$ cat src/rtl/bit_serial_subtractor_if.sv
// Start/done handshake and operand/result bundle for the bit-serial subtractor.
//   master : drives start, A, B, B_in; observes busy, done, D, B_out, V
//   slave  : the subtractor side of the same signals
interface bit_serial_subtractor_if #(
    parameter int WIDTH = 8
);
    logic             start;
    logic [WIDTH-1:0] A;
    logic [WIDTH-1:0] B;
    logic             B_in;
    logic             busy;
    logic             done;
    logic [WIDTH-1:0] D;
    logic             B_out;
    logic             V;

    modport master (
        output start, A, B, B_in,
        input  busy, done, D, B_out, V
    );

    modport slave (
        input  start, A, B, B_in,
        output busy, done, D, B_out, V
    );
endinterface

$ cat src/rtl/bit_serial_subtractor.sv
// Bit-serial two's-complement subtractor: D = A - B - B_in, LSB first,
// one full-subtractor cell per cycle with a registered borrow.
//   clk    : rising-edge clock
//   rst_n  : asynchronous active-low reset
//   bus    : slave side of bit_serial_subtractor_if
//            (start/A/B/B_in in, busy/done/D/B_out/V out)
//
// state | meaning
// IDLE  | waiting for start; operands loaded on the accepting edge
// SHIFT | one difference bit per cycle, WIDTH cycles
// DONE  | one-cycle done pulse with fresh D/B_out/V
module bit_serial_subtractor #(
    parameter int WIDTH = 8
) (
    input logic                    clk,
    input logic                    rst_n,
    bit_serial_subtractor_if.slave bus
);
    localparam int CW = $clog2(WIDTH);

    typedef enum logic [1:0] {
        IDLE  = 2'd0,
        SHIFT = 2'd1,
        DONE  = 2'd2
    } state_t;

    state_t           r_state;
    state_t           w_state_nxt;
    logic [WIDTH-1:0] r_sa;
    logic [WIDTH-1:0] r_sb;
    logic [WIDTH-1:0] r_sr;
    logic             r_br;
    logic [CW-1:0]    r_cnt;
    logic [WIDTH-1:0] r_d;
    logic             r_bout;
    logic             r_v;

    logic             w_a;
    logic             w_b;
    logic             w_d;
    logic             w_borrow_nxt;
    logic             w_last;
    logic [WIDTH-1:0] w_sr_nxt;

    assign w_a          = r_sa[0];
    assign w_b          = r_sb[0];
    assign w_d          = w_a ^ w_b ^ r_br;
    assign w_borrow_nxt = (~w_a & w_b) | (~(w_a ^ w_b) & r_br);
    assign w_last       = (r_cnt == CW'(WIDTH - 1));
    assign w_sr_nxt     = {w_d, r_sr[WIDTH-1:1]};

    always_comb begin
        w_state_nxt = r_state;
        case (r_state)
            IDLE:    if (bus.start) w_state_nxt = SHIFT;
            SHIFT:   if (w_last)    w_state_nxt = DONE;
            DONE:    w_state_nxt = IDLE;
            default: w_state_nxt = IDLE;
        endcase
    end

    always_ff @(posedge clk or negedge rst_n) begin
        if (!rst_n) begin
            r_state <= IDLE;
        end else begin
            r_state <= w_state_nxt;
        end
    end

    always_ff @(posedge clk or negedge rst_n) begin
        if (!rst_n) begin
            r_sa   <= '0;
            r_sb   <= '0;
            r_sr   <= '0;
            r_br   <= 1'b0;
            r_cnt  <= '0;
            r_d    <= '0;
            r_bout <= 1'b0;
            r_v    <= 1'b0;
        end else begin
            case (r_state)
                IDLE: begin
                    if (bus.start) begin
                        r_sa  <= bus.A;
                        r_sb  <= bus.B;
                        r_br  <= bus.B_in;
                        r_cnt <= '0;
                    end
                end
                SHIFT: begin
                    r_sa  <= r_sa >> 1;
                    r_sb  <= r_sb >> 1;
                    r_sr  <= w_sr_nxt;
                    r_br  <= w_borrow_nxt;
                    r_cnt <= w_last ? r_cnt : r_cnt + CW'(1);
                    // Results are published on the edge entering DONE so the
                    // visible outputs only move once per operation. On the MSB
                    // cycle r_br is the borrow into the MSB, so overflow is
                    // that borrow XOR the borrow out.
                    if (w_last) begin
                        r_d    <= w_sr_nxt;
                        r_bout <= w_borrow_nxt;
                        r_v    <= r_br ^ w_borrow_nxt;
                    end
                end
                default: ;
            endcase
        end
    end

    assign bus.busy  = (r_state != IDLE);
    assign bus.done  = (r_state == DONE);
    assign bus.D     = r_d;
    assign bus.B_out = r_bout;
    assign bus.V     = r_v;
endmodule
$ cat src/flat_wrapper.sv
// flat-port wrapper written by rule: the top's interface ports become plain ports
module bit_serial_subtractor_flat 
#(
    parameter int WIDTH = 8
)
  (clk, rst_n, bus_start, bus_A, bus_B, bus_B_in, bus_busy, bus_done, bus_D, bus_B_out, bus_V);
  bit_serial_subtractor_if #(.WIDTH(WIDTH)) bus_i ();
  input logic clk;
  input logic rst_n;
  input wire logic [$bits(bus_i.start)-1:0] bus_start;
  input wire logic [$bits(bus_i.A)-1:0] bus_A;
  input wire logic [$bits(bus_i.B)-1:0] bus_B;
  input wire logic [$bits(bus_i.B_in)-1:0] bus_B_in;
  output wire logic [$bits(bus_i.busy)-1:0] bus_busy;
  output wire logic [$bits(bus_i.done)-1:0] bus_done;
  output wire logic [$bits(bus_i.D)-1:0] bus_D;
  output wire logic [$bits(bus_i.B_out)-1:0] bus_B_out;
  output wire logic [$bits(bus_i.V)-1:0] bus_V;
  assign bus_i.start = bus_start;
  assign bus_i.A = bus_A;
  assign bus_i.B = bus_B;
  assign bus_i.B_in = bus_B_in;
  assign bus_busy = bus_i.busy;
  assign bus_done = bus_i.done;
  assign bus_D = bus_i.D;
  assign bus_B_out = bus_i.B_out;
  assign bus_V = bus_i.V;
  bit_serial_subtractor #(.WIDTH(WIDTH)) u_core (.clk(clk), .rst_n(rst_n), .bus(bus_i));
endmodule
$ cat config.mk
export PLATFORM = sky130hd
export DESIGN_NAME = bit_serial_subtractor_flat
export DESIGN_NICKNAME = d
export VERILOG_FILES = /design/src/rtl/bit_serial_subtractor_if.sv /design/src/rtl/bit_serial_subtractor.sv /design/src/flat_wrapper.sv
export SDC_FILE = /design/constraint.sdc
export NUM_CORES = 1
export LEC_CHECK = 0
export ABC_CLOCK_PERIOD_IN_PS = 1900
export BUFFER_PORTS_ARGS = -buffer_cell sky130_fd_sc_hd__buf_4
export CELL_PAD_IN_SITES_DETAIL_PLACEMENT = 0
export CELL_PAD_IN_SITES_GLOBAL_PLACEMENT = 2
export CORE_MARGIN = 2
export CORE_UTILIZATION = 36
export CTS_CLUSTER_SIZE = 24
export DETAILED_ROUTE_END_ITERATION = 16
export GPL_TIMING_DRIVEN = 0
export PLACE_DENSITY = 0.86
export SLEW_MARGIN = 20
export SYNTH_ARGS = -nofsm -noshare
export SYNTH_HDL_FRONTEND = slang
export SYNTH_SLANG_ARGS = --single-unit
$ cat constraint.sdc
create_clock -name clk -period 1.9 [get_ports clk]
set_input_delay 0.57 -clock clk [delete_from_list [all_inputs] [get_ports clk]]
set_output_delay 0.57 -clock clk [all_outputs]
set_load 0.01 [all_outputs]
# Word-level counts from Yosys, hierarchy flattened
# Index checks and enable logic that the tools add are counted.
# word_totals
regBits	40
inputBits	20
output_inout_bits	12
word_cells	43
# classes
addsub	1
n_eq_ne	6
muxes	12
bitwise_logic	8
reduce_logical	7
# ops
operator	n
$pmux W8 S2	2
$mux W8	2
$mux W3	2
$pmux W3 S2	1
$reduce_and A2 Y1	3
$mux W2	2
$ne A2 B2 Y1 const B	2
$pmux W2 S2	1
$reduce_bool A2 Y1	2
$add A3 B1 Y3 const B	1
$eq A3 B3 Y1 const B	1
$reduce_and A3 Y1	1
$xor A1 B1 Y1	3
$and A1 B1 Y1	2
$eq A2 B1 Y1 const B	1
$eq A2 B2 Y1 const B	1
$logic_not A2 Y1	1
$ne A2 B1 Y1 const B	1
$not A1 Y1	2
$pmux W1 S2	1
$mux W1	1
$or A1 B1 Y1	1

# Logic depth before layout (Yosys ltp)
# logic_depth
ltp_word	5
ltp_mapped	5
depth_no_buf	4

# Worst setup path before layout
# No wires, ideal clock.
# synth_timing
kind	reg-to-reg
startpoint	reg u_core.r_cnt[0]
endpoint	reg u_core.r_d[0] (netlist: u_core.bus.D[0])
setup_time_ns	0.125
arrival_ns	1.457
t_required_ns	1.775
slack_ns	0.318
path_stages_with_launch	6
n_path_buf	1
synth_period_minus_slack_ns	1.582
path_cell_list	dfrtp_1 > ha_1 > ha_1 > nand3b_1 > buf_2 > mux2_2
# synth_via
elab_chain_len	2
# synth_rtl
element	line	rtl
start: declaration	bit_serial_subtractor.sv:33	logic [CW-1:0] r_cnt;
start signal: assignment	bit_serial_subtractor.sv:95	r_cnt <= w_last ? r_cnt : r_cnt + CW'(1);
$eq A3 B3 Y1	bit_serial_subtractor.sv:49	assign w_last = (r_cnt == CW'(WIDTH - 1));
$reduce_and A2 Y1 (no source line)	n/a	
end signal: assignment	bit_serial_subtractor.sv:101	r_d <= w_sr_nxt;
end: declaration	bit_serial_subtractor.sv:34	logic [WIDTH-1:0] r_d;
# Every way passes these cells.
# A chain may end at the register's enable or synchronous reset.

# Worst setup path in the final report
# layout_timing
startpoint	reg u_core.r_state[1]
endpoint	out bus_done
# layout_via
elab_chain_len	1
# layout_rtl
element	line	rtl
start: declaration	bit_serial_subtractor.sv:27	state_t r_state;
start signal: assignment	bit_serial_subtractor.sv:66	r_state <= w_state_nxt;
$eq A2 B2 Y1	bit_serial_subtractor.sv:112	assign bus.done = (r_state == DONE);
end: declaration	flat_wrapper.sv:15	output wire logic [$bits(bus_i.done)-1:0] bus_done;
# Every way passes these cells.

==> results by group <==
Outcome
  • Status: finished clean

Global routing
  • GRT Total Usage: between 10 and 15%
  • Number of global-route vias before repair: 1344
  • Initial antenna violation count: 0
  • First-pass GRT wire length: 6230 um
  • Largest net degree at the start of global routing: 40
  • Grt total ovfl: 0

Detailed routing
  • Aggregate routed wire length: ~3800 um
  • Vias: 1333
  • DR iter-0 viols: 38
  • Routed WL per cell: 14.1 um
  • Detailed-route DRC error count: 0
  • Router iterations before antenna repair: 4
  • Via density: roughly 5
  • Routed Antenna Nets: 0

Critical path
  • Crit path top cell by count: buf_6
  • Critical path class: reg -> out
  • Slowest stage delay, CP: 0.40 ns
  • CP required: around 1.3 ns
  • Crit path DAT: 1.23 ns
  • CP Cell Sequence: buf_6 > buf_6 > nor2b_1 > buf_4
  • Worst path slowest cell: dfrtp_1
  • Buf+Inv Stages, Crit Path: 3
  • Setup crit end kind: output port
  • Worst setup SP type: flop
  • Largest delay share family, worst path: buffers and inverters
  • Crit path max fanout: 10

Cells and area
  • Fraction of layout cells with a size suffix above 1: between 30% and 40%
  • Nets@finish: 219
  • Fillers: ~500
  • Antenna diode count: 0
  • Area Overhead vs Synth: 25.0%
  • Non-filler cells, final: 267

Placed design
  • IO Port Bufs: 31
  • Worst slack, placed: -0.0452 ns
  • Post-DP HPWL: 2660 um
  • Cells after DPL: about 260
  • GP Congestion: about 0.75

Logic synthesis
  • Synth Cell Area: 1860 um^2
  • Post-Synthesis Cells: 157
  • Post-synthesis area per instance: 11.8 um^2
  • Seq/Total Area, Yosys: 52.6%
  • Yosys warns: 0
  • Async set-or-reset flop fraction in the synthesized netlist: 100%
  • #FFs+latches synth: 39
  • Yosys top cell by area: dfrtp_1
  • Main synth FF type: dfrtp_1
  • Top-area cell type share of the netlist area: ~53%
  • Syn nets: 180
  • Synth top cells by count: dfrtp_1 (39), inv_1 (17), mux2_2 (16)
  • Yosys cell types: 31
  • Count leader, synth: dfrtp_1
  • Top cells by area, synth: dfrtp_1 (53%), mux2_2 (9.7%), nor4b_1 (6.6%)
  • Number of synthesized flops with an enable pin: 0

Die
  • Initial Util: 36.8%
  • Die area: around 5700 um^2
  • I/O Pins: 32
  • Die height: 75.8 um
  • Rows: 26
  • CORE AREA: between 5000 and 6000 um^2
  • Die extent in x: 75.8 um

Timing
  • Skew final: 0.00721 ns
  • Final Max Slew Viols: 0
  • Fin crit share: 94.9%
  • Worst Hold Margin: 0.242 ns
  • RSZ-0062 raised after global routing: no
  • Tmin final: 1.80 ns
  • F_max: 555 MHz
  • Slew Limit Headroom: 67.6%
  • Final-report hold violation count: 0
  • Worst Max-Slew Pin Slew: 0.487 ns
  • Final Setup Violations: 0
  • Final worst setup slack: 0.0969 ns
  • Setup tns final: 0 ns

Clock tree
  • CTS Sinks: 39
  • Skew-Pair Late Insertion Delay: approximately 0.29 ns
  • Clk root buf: clkbuf_8
  • CTS tree: built
  • TritonCTS Buffers: 5
  • Reg clk slew, reported paths: 0.08 ns
  • H-Tree Level Count: 2
  • CTS max path bufs: 2

Min path
  • Hold Path Class: in -> async

Power and ir drop
  • Leakage power: 1.05 nW
  • Worst IR Drop VDD: approximately 0.00081 V
  • PD cells: 1560 nW/um^2

Job
  • Max Cap Viol: 0
==> where the power goes <==
part | switching (mW) | internal [mW]
registers | 0.241 | 1.23
logic | 0.655 | 0.799
clock network | 0.301 | 0.391
total | 1.20 | 2.42
==> cell usage in the layout, fill, tap and decap left out, drive strengths merged, types with 2 or more instances in the layout <==
cell and n:
or4b 2, nor4b 14, dfrtp 39, mux2 16, clkinv 2, nand2b 5, nor3b 12, nand3 2
o221a 2, clkbuf 10, ha 2, a211oi 12, inv 17, nand2 3, nor2b 2, o221ai 2
buf 40
==> per-layer routing <==
metal  track usage [%]  up-vias  wire [um]
li1                  -      638          -
met3              5.56        4        207
met4              5.07        0         59
met2              23.0       33       1810
met1              18.5      658       1690
met5                 0        -          0
==> layout make-up <==
type / count / area [um^2] / area share [%]
sequential: 39 / 977 / 42.1
multi-input combinational: 88 / 759 / 32.7
timing repair buffer: 33 / 248 / 10.7
tap: 70 / 87.6 / 3.78
buffer: 12 / 71.3 / 3.07
clock buffer: 5 / 68.8 / 2.97
inverter: 17 / 63.8 / 2.75
clock inverter: 3 / 43.8 / 1.89
==> state kept, by name (all words and copies together), names as in the netlist <==
name	count
u_core.r_cnt	3
u_core.bus.V	1
u_core.r_br	1
u_core.bus.B_out	1
u_core.bus.D	8
u_core.r_state	2
u_core.r_sb	8
u_core.r_sr	7
u_core.r_sa	8
==> cells by family after synthesis <==
logic type | count (synthesis) | synth area share (%)
xor gates and xnor gates | 1 | 0.472
adders and majority gates | 3 | 2.43
DFF | 39 | 52.6
AOI/OAI and AO/OA | 23 | 10.0
buffers and inverters | 30 | 6.61
muxes | 17 | 10.2
and+or+nand+nor | 44 | 17.6
==> final timing paths <==
kind                       cells past startpoint                             to  slack (ns)                     startpoint
max in group asynchronous                      1  u_core.r_state[0]$_DFFE_PN0P_        1.30                          rst_n
min                                            1    u_core.bus.D[4]$_DFFE_PN0P_        0.24                          rst_n
min reg2reg                                    1    u_core.bus.D[5]$_DFFE_PN0P_        0.51    u_core.bus.D[5]$_DFFE_PN0P_
max reg2reg                                    5    u_core.bus.D[6]$_DFFE_PN0P_        0.15    u_core.r_cnt[0]$_DFFE_PN0P_
min in group clk                               1    u_core.bus.D[5]$_DFFE_PN0P_        0.51    u_core.bus.D[5]$_DFFE_PN0P_
max                                            4                       bus_done         0.1  u_core.r_state[1]$_DFFE_PN0P_
==> per-stage QoR <==
stage	util [%]	total power, mW	instance area (um^2)
floorplan	-	2.44	1860
global placement	43.2	2.86	2180
detailed placement	43.2	2.93	2180
CTS	46.0	3.66	2320
global route	46.0	3.92	2320
finish	46.0	3.62	2320
==> worst register-to-register path, delay by kind of cell, from the launching register on <==
family / cells / cell delay, ns
fa+ha+maj: 2 / 0.47
buf+inv: 1 / 0.26
flops: 1 / 0.42
mux: 1 / 0.36
simple gates: 1 / 0.14
==> what timing repair did <==
| item | in CTS | in global routing |
|---|---|---|
| setup buffers | 2 | 0 |
| hold buffers | 0 | 0 |
| endpoints found under the hold margin | 0 | 0 |
| resized for setup | 6 | 5 |
| endpoints found under the setup margin | 2 | 2 |
(Power assumes the default switching activity.)
